[config.mk]
export PLATFORM = sky130hd
export DESIGN_NAME = stimulus_table_writer
export DESIGN_NICKNAME = d
export VERILOG_FILES = /design/src/rtl/stimulus_table_writer.sv
export SDC_FILE = /design/constraint.sdc
export NUM_CORES = 1
export LEC_CHECK = 0
export CORE_MARGIN = 5
export CORE_UTILIZATION = 25
export DETAILED_ROUTE_END_ITERATION = 10
export GPL_TIMING_DRIVEN = 0
export SYNTH_ARGS = -nofsm -noshare
export SYNTH_HDL_FRONTEND = slang
export SYNTH_SLANG_ARGS = --single-unit
[constraint.sdc]
create_clock -name clk -period 3.2 [get_ports clk]
set_input_delay 0.48 -clock clk [delete_from_list [all_inputs] [get_ports clk]]
set_output_delay 0.48 -clock clk [all_outputs]
set_load 0.1 [all_outputs]
[src/rtl/stimulus_table_writer.sv]
// Two 20-entry stimulus tables holding {val, dot} words with combinational, count-gated reads.
// Define SORTED_INSERT_EN for sorted insertion via SCAN/SHIFT/PLACE; otherwise entries are appended.
module stimulus_table_writer (
  input  logic        clk,
  input  logic        rst,
  input  logic        wr_valid,
  output logic        wr_ready,
  input  logic        wr_sel,
  input  logic [6:0]  wr_val,
  input  logic [4:0]  wr_dot,
  input  logic        clr,
  input  logic [4:0]  r_Addr1,
  input  logic [4:0]  r_Addr2,
  output logic [11:0] read1,
  output logic [11:0] read2,
  output logic [4:0]  cnt1,
  output logic [4:0]  cnt2,
  output logic        full1,
  output logic        full2,
  output logic        busy,
  output logic        err
);
  localparam int         DEPTH   = 20;
  localparam logic [4:0] MAX_CNT = 5'd20;

  typedef enum logic [1:0] {IDLE, SCAN, SHIFT, PLACE} state_t;

  state_t      state_q, state_d;
  logic [4:0]  cnt1_q, cnt1_d, cnt2_q, cnt2_d;
  logic        err_q, err_d;
  logic [11:0] mem1_q [DEPTH];
  logic [11:0] mem2_q [DEPTH];

  // Only one table is written per cycle, so address and data are shared.
  logic        we1, we2;
  logic [4:0]  wa;
  logic [11:0] wd;
  logic        accept, tgt_full, full1_raw, full2_raw;
  logic [11:0] wr_word;

  assign wr_word   = {wr_val, wr_dot};
  assign full1_raw = (cnt1_q == MAX_CNT);
  assign full2_raw = (cnt2_q == MAX_CNT);
  assign tgt_full  = wr_sel ? full2_raw : full1_raw;
  assign accept    = wr_valid && wr_ready;

  assign wr_ready = !rst && (state_q == IDLE);
  assign busy     = !rst && (state_q != IDLE);
  assign full1    = !rst && full1_raw;
  assign full2    = !rst && full2_raw;
  assign cnt1     = cnt1_q;
  assign cnt2     = cnt2_q;
  assign err      = err_q;
  assign read1    = (!rst && (r_Addr1 < cnt1_q)) ? mem1_q[r_Addr1] : 12'h000;
  assign read2    = (!rst && (r_Addr2 < cnt2_q)) ? mem2_q[r_Addr2] : 12'h000;

`ifdef SORTED_INSERT_EN
  logic             sel_q, sel_d;
  logic [11:0]      ent_q, ent_d;
  logic [4:0]       pos_q, pos_d, j_q, j_d;
  logic [4:0]       cur_cnt, scan_pos;
  logic [DEPTH-1:0] gt;
  logic [11:0]      shift_word;

  assign cur_cnt    = sel_q ? cnt2_q : cnt1_q;
  assign shift_word = sel_q ? mem2_q[j_q] : mem1_q[j_q];

  // Strictly-greater compare keeps equal values in arrival order.
  generate
    for (genvar gi = 0; gi < DEPTH; gi++) begin : g_cmp
      assign gt[gi] = (5'(gi) < cur_cnt) &&
                      ((sel_q ? mem2_q[gi][11:5] : mem1_q[gi][11:5]) > ent_q[11:5]);
    end
  endgenerate

  always_comb begin
    scan_pos = cur_cnt;
    for (int i = DEPTH - 1; i >= 0; i--) begin
      if (gt[i]) scan_pos = 5'(i);
    end
  end
`endif

  always_comb begin
    state_d = state_q;
    cnt1_d  = cnt1_q;
    cnt2_d  = cnt2_q;
    err_d   = 1'b0;
    we1     = 1'b0;
    we2     = 1'b0;
    wa      = '0;
    wd      = '0;
`ifdef SORTED_INSERT_EN
    sel_d = sel_q;
    ent_d = ent_q;
    pos_d = pos_q;
    j_d   = j_q;
`endif
    if (clr) begin
      state_d = IDLE;
      cnt1_d  = '0;
      cnt2_d  = '0;
    end else begin
      case (state_q)
        IDLE: begin
          if (accept) begin
            if (tgt_full) begin
              err_d = 1'b1;
            end else begin
`ifdef SORTED_INSERT_EN
              sel_d   = wr_sel;
              ent_d   = wr_word;
              state_d = SCAN;
`else
              wa  = wr_sel ? cnt2_q : cnt1_q;
              wd  = wr_word;
              we1 = !wr_sel;
              we2 = wr_sel;
              if (wr_sel) cnt2_d = cnt2_q + 5'd1;
              else        cnt1_d = cnt1_q + 5'd1;
`endif
            end
          end
        end
`ifdef SORTED_INSERT_EN
        SCAN: begin
          pos_d   = scan_pos;
          j_d     = cur_cnt - 5'd1;
          state_d = (scan_pos == cur_cnt) ? PLACE : SHIFT;
        end
        SHIFT: begin
          wa  = j_q + 5'd1;
          wd  = shift_word;
          we1 = !sel_q;
          we2 = sel_q;
          if (j_q == pos_q) state_d = PLACE;
          else              j_d     = j_q - 5'd1;
        end
        PLACE: begin
          wa  = pos_q;
          wd  = ent_q;
          we1 = !sel_q;
          we2 = sel_q;
          if (sel_q) cnt2_d = cnt2_q + 5'd1;
          else       cnt1_d = cnt1_q + 5'd1;
          state_d = IDLE;
        end
`endif
        default: state_d = IDLE;
      endcase
    end
  end

  always_ff @(posedge clk) begin
    if (rst) begin
      state_q <= IDLE;
      cnt1_q  <= '0;
      cnt2_q  <= '0;
      err_q   <= 1'b0;
`ifdef SORTED_INSERT_EN
      sel_q <= 1'b0;
      ent_q <= '0;
      pos_q <= '0;
      j_q   <= '0;
`endif
    end else begin
      state_q <= state_d;
      cnt1_q  <= cnt1_d;
      cnt2_q  <= cnt2_d;
      err_q   <= err_d;
`ifdef SORTED_INSERT_EN
      sel_q <= sel_d;
      ent_q <= ent_d;
      pos_q <= pos_d;
      j_q   <= j_d;
`endif
    end
  end

  // Stored words survive reset and clear; the counts hide them.
  always_ff @(posedge clk) begin
    if (we1) mem1_q[wa] <= wd;
    if (we2) mem2_q[wa] <= wd;
  end
endmodule

-- Word level (Yosys, flattened, before mapping)
Memories as Yosys holds them, arrays and structs flattened.
Index checks and enable logic that the tools add are counted.
Widths: inputs -> output; s select.
- eq/ne operators: 2
- reductions and logical operators: 11
- multiplexer cells: 21
- bitwise logic cells: 3
- add/sub/neg operators: 2
- magnitude comparators: 2
- operator list (cell ; number):
    $mux 12 ; 5
    $mux 5 ; 4
    $mux 1 ; 12
    $add 5x1->5 const B ; 2
    $eq 5x5->1 const B ; 2
    $lt 5x5->1 ; 2
    $reduce_and 3->1 ; 2
    $logic_and 1x1->1 ; 5
    $not 1->1 ; 3
    $reduce_or 3->1 ; 1
    $logic_not 1->1 ; 2
    $reduce_or 2->1 ; 1
- word-level logic and storage cells: 46
- bits in registers: 11
- bits in writable memories: 480
- output and inout port bits: 39
- memories kept: 2
- memories (memory ; words ; bits a word ; read ports ; clocked after memory_dff ; write ports ; RTL line ; RTL):
    mem1_q ; 20 ; 12 ; 1 ; 0 ; 1 ; 31 ; logic [11:0] mem1_q [DEPTH];
    mem2_q ; 20 ; 12 ; 1 ; 0 ; 1 ; 32 ; logic [11:0] mem2_q [DEPTH];

-- Depth between registers and ports, before layout
- depth after elaboration: 7
- gate-level depth with buffers: 7
- depth with buffers taken out: 6

-- Worst setup path before layout
OpenSTA, ideal clock, no wires.
- path kind: register to output
- from: register cnt1_q[2] (netlist: cnt1[2])
- to: output port read1[4]
- arrival: 6687 ps
- setup slack: -3967 ps
- data required time: 2720 ps
- path buffers: 2
- stages on the path, launching flop included: 8
- cell sequence: dfxtp_1 > clkbuf_1 > inv_1 > ha_1 > o211ai_1 > o21ai_1 > clkbuf_1 > a2111oi_0
- cells in the longest elaborated chain, start to end: 3
- ends and longest elaborated chain (element ; RTL line ; RTL):
    start, declared ; 29 ; logic [4:0] cnt1_q, cnt1_d, cnt2_q, cnt2_d;
    start signal, assigned ; 168 ; cnt1_q <= cnt1_d;
    $lt 5x5->1 ; 54 ; assign read1 = (!rst && (r_Addr1 < cnt1_q)) ? mem1_q[r_Addr1] : 12'h000;
    $logic_and 1x1->1 ; 54 ;
    $mux 12 ; 54 ;
    end, declared ; 14 ; output logic [11:0] read1,
Every way passes these cells.

-- Worst setup path after layout
- from: input port wr_sel
- to: memory mem2_q[5][11], enable pin
- cells in the longest elaborated chain, start to end: 6
- elaborated cells on any way between the ends: 10
- ends and longest elaborated chain (element ; RTL line ; RTL):
    start, declared ; 8 ; input logic wr_sel,
    $mux 1 ; 44 ; assign tgt_full = wr_sel ? full2_raw : full1_raw;
    $mux 1 ; 107 ; if (tgt_full) begin
    $mux 1 ; 106 ; if (accept) begin
    $mux 1 ; 99 ; if (clr) begin
    $mux 1 ; 183 ; if (we2) mem2_q[wa] <= wd;
    $mux 1 (implied by the code) ; 183 ;
    end, declared ; 32 ;
Several ways; a longest one is shown, not always the timed one.

==> impl_results.md <==
- Sw power: just under 0.003 W
- Total gr overflow: 0
- Fin crit period: approximately 3300 ps
- Ys async rst share: 0
- Outcome: finished with violations
- Worst-case clock buffer depth: 3
- Hold WC Path Type: flop to flop
- Seq/Total Area, Yosys: 0.752
- H-tree Lvls: 2
- Rows: about 100
- # DRC: 0
- Die Y: 289 um
- Starting density of the core: 0.252
- Worst Tran Pin Value: about 1300 ps
- WS Path Type: input pin to flop
- Element type at the critical path end: flop
- FF+latch count, synth: roughly 490
- Total Wirelength: ~49000 um
- DR iter-0 viols: between 800 and 900
- Num CTS Buffers: 50
- Vias per inst: between 4 and 5
- Final Power: around 0.014 W
- # hold bufs at CTS: 0
- Synthesized cell area: a little under 20000 um^2
- Slew HR: 0.140
- Area Overhead vs Synth: 22.5%
- Syn avg cell area: slightly above 20 um^2
- VDD IR-drop max: 0.419 mV
- Pleak: about 7.3 nW
- Final worst clock skew: ~20 ps
- Clk sink count: around 490
- I/O Buffers: 61
- Syn_nets: a little under 1000
- Max-Cap Viols: 0
- Post-synth cell types: 48
- Core area: between 70000 and 80000 um^2
- # setup viols final: between 70 and 80
- Gp weighted congestion: around 0.76
- Crit-path max FO: 12
- Clk_lat worst skew: between 500 and 600 ps
- Reg area: roughly 15000 um^2
- Die Footprint: 83500 um^2
- Worst setup margin: -117 ps
- Power share of the clock group: 0.429
- Nets: 1102
- Max Slew Vio Count: 0
- Post-Synthesis Cells: 940
- EDFF count, synth: 480
- Share of layout cells above drive strength 1: 0.357
- Endpoints failing hold: 0
- # fillers: roughly 7500
- Failing checks: negative setup slack
- Multi-input logic area: between 5000 and 6000 um^2
- Most common cell after layout, fill and taps aside: edfxtp_1
- Vias: 9785
- Max Fclk: ~300 MHz
- Pin count of the biggest net entering global routing: between 40 and 50
- Placed wire-length estimate: 30800 um
- Worst EP arrival: 3510 ps
- Tcrit/Tclk final: 1.04
- Data required time of the critical path: ~3400 ps
- Share of power burned in registers: 0.512
- Setup TNS: -4050 ps
- Pwr/cell area: approximately 570 nW/um^2
- Clock root buffer: clkbuf_16
- Combinational Power Share: 0.060
- CP Launch Type: input pin
- Synth Warn #: 0
- CTS tree: built
- RSZ-0062 raised after global routing: yes
- First-pass GRT wire length: between 70000 and 80000 um
- Drt pass-1 iters: 5
- Wire length per cell: 22.7 um
- Sw Ratio: 0.217
- Total internal power: ~0.011 W
- Most frequent cells in the layout: edfxtp_1, mux4_2, clkbuf_16, buf_4, nor2_2
- Setup WS pre-CTS: -1790 ps
- Die Wd: about 290 um
- Primary FF master, synth: edfxtp_1
- Number of global-route vias before repair: 10000
- CTS clk-pin slew, worst paths: 70 ps
- Top Ports: 66
- Antenna violations before repair: 1
- ANT nets after route: 0
- GRT Overall Usage: 0.114
## Yosys cell counts (3+ instances only)
library cell  instances  area (um^2)
edfxtp_1            480        14400
mux4_2              119         2680
nor2_1               57          214
o22ai_1              32          200
nor2b_1              18          113
buf_4                15          113
mux2i_1              15          150
nor3_1               14         70.1
buf_2                13         65.1
clkbuf_1             13         48.8
inv_1                13         48.8
mux2_2               13          146
and3_1               12         75.1
ha_1                 12          150
dfxtp_1              11          220
nand2_1              11         41.3
nand3_1              11         55.1
a2111oi_0             9         78.8
a211oi_1              6         45.0
buf_6                 5         56.3
nand2b_1              5         31.3
xnor2_1               5         43.8
nand4_1               4         25.0
nor4_1                4         25.0
a21oi_1               3         15.0
buf_1                 3         11.3
nand3b_1              3         22.5
or2_2                 3         18.8
or3_1                 3         18.8
## routing by layer
layer | vias to the layer above | GRT usage | routed length (um)
li1 | 4178 | - | -
met1 | 5244 | 0.164 | 21700
met2 | 313 | 0.180 | 23000
met3 | 50 | 0.0247 | 3220
met4 | 0 | 0.0246 | 696
met5 | - | 0 | 0
## what timing repair did
item,CTS,global route
endpoints found under the setup margin,233,213
gates cloned,0,2
buffers inserted,0,5
pin swaps,4,6
resized for setup,231,35
## registers in the layout, summed over array words and instances (netlist names)
name / flops
cnt2: 5
mem2_q: 240
err: 1
mem1_q: 240
cnt1: 5
## worst max-delay path, cell delays in order
cell and delay, ps:
clkdlybuf4s50_1 560, buf_2 270, clkbuf_1 400, nand3b_1 130
o31ai_1 120, nand4_1 420, nor2_1 1110
## final cells by class
| class | count | area share |
|---|---|---|
| flip-flops and latches | 491 | 0.615 |
| inverters | 13 | 0.00220 |
| well taps | 1040 | 0.0546 |
| repair buffers | 73 | 0.0313 |
| clock inverters | 31 | 0.0142 |
| plain buffers | 47 | 0.0160 |
| multi-input cells | 387 | 0.212 |
| diodes | 1 | 0.000105 |
| clock buffers | 57 | 0.0545 |
## cells by family (layout without fill, tap and decap cells)
kind of cell,Yosys count,count (layout),synth area share
muxes,149,149,0.156
DFF,491,491,0.752
AOI/OAI and AO/OA,67,67,0.0239
buffers and inverters,62,221,0.0176
xor gates and xnor gates,5,5,0.00225
other,1,2,0.000193
and+or+nand+nor,153,153,0.0402
adders and majority gates,12,12,0.00772
## power by group through the flow
stage	clock network, W	registers, W	logic (W)
global route	0.00625	0.00701	0.000862
detailed placement	0	0.00715	0.000778
finish	0.00587	0.00701	0.000817
floorplan	0	0.00715	0.000527
global placement	0	0.00715	0.000769
CTS	0.00597	0.00701	0.000812
## stage by stage
step / util / hold WS (ps) / std cells / cell area [um^2]
after floorplan: - / 631 / 940 / 19800
after global placement: 0.281 / 544 / 2041 / 21700
after detailed placement: 0.282 / 534 / 2043 / 21800
after CTS: 0.305 / 543 / 2129 / 23600
after global routing: 0.308 / 557 / 2139 / 23800
final: 0.308 / 551 / 2140 / 23800
## path summary, 6_finish.rpt
| path | startpoint | end | slack, ps | cells past startpoint |
|---|---|---|---|---|
| hold / removal | cnt2[1] | cnt2[1] | 550 | 2 |
| hold reg to reg | cnt2[1] | cnt2[1] | 550 | 2 |
| setup / recovery | wr_sel | mem2_q[5][11] | -120 | 7 |
| setup reg to reg | cnt2[0] | mem2_q[5][11] | -30 | 6 |
Note: power is estimated with default switching activity, not from simulation.
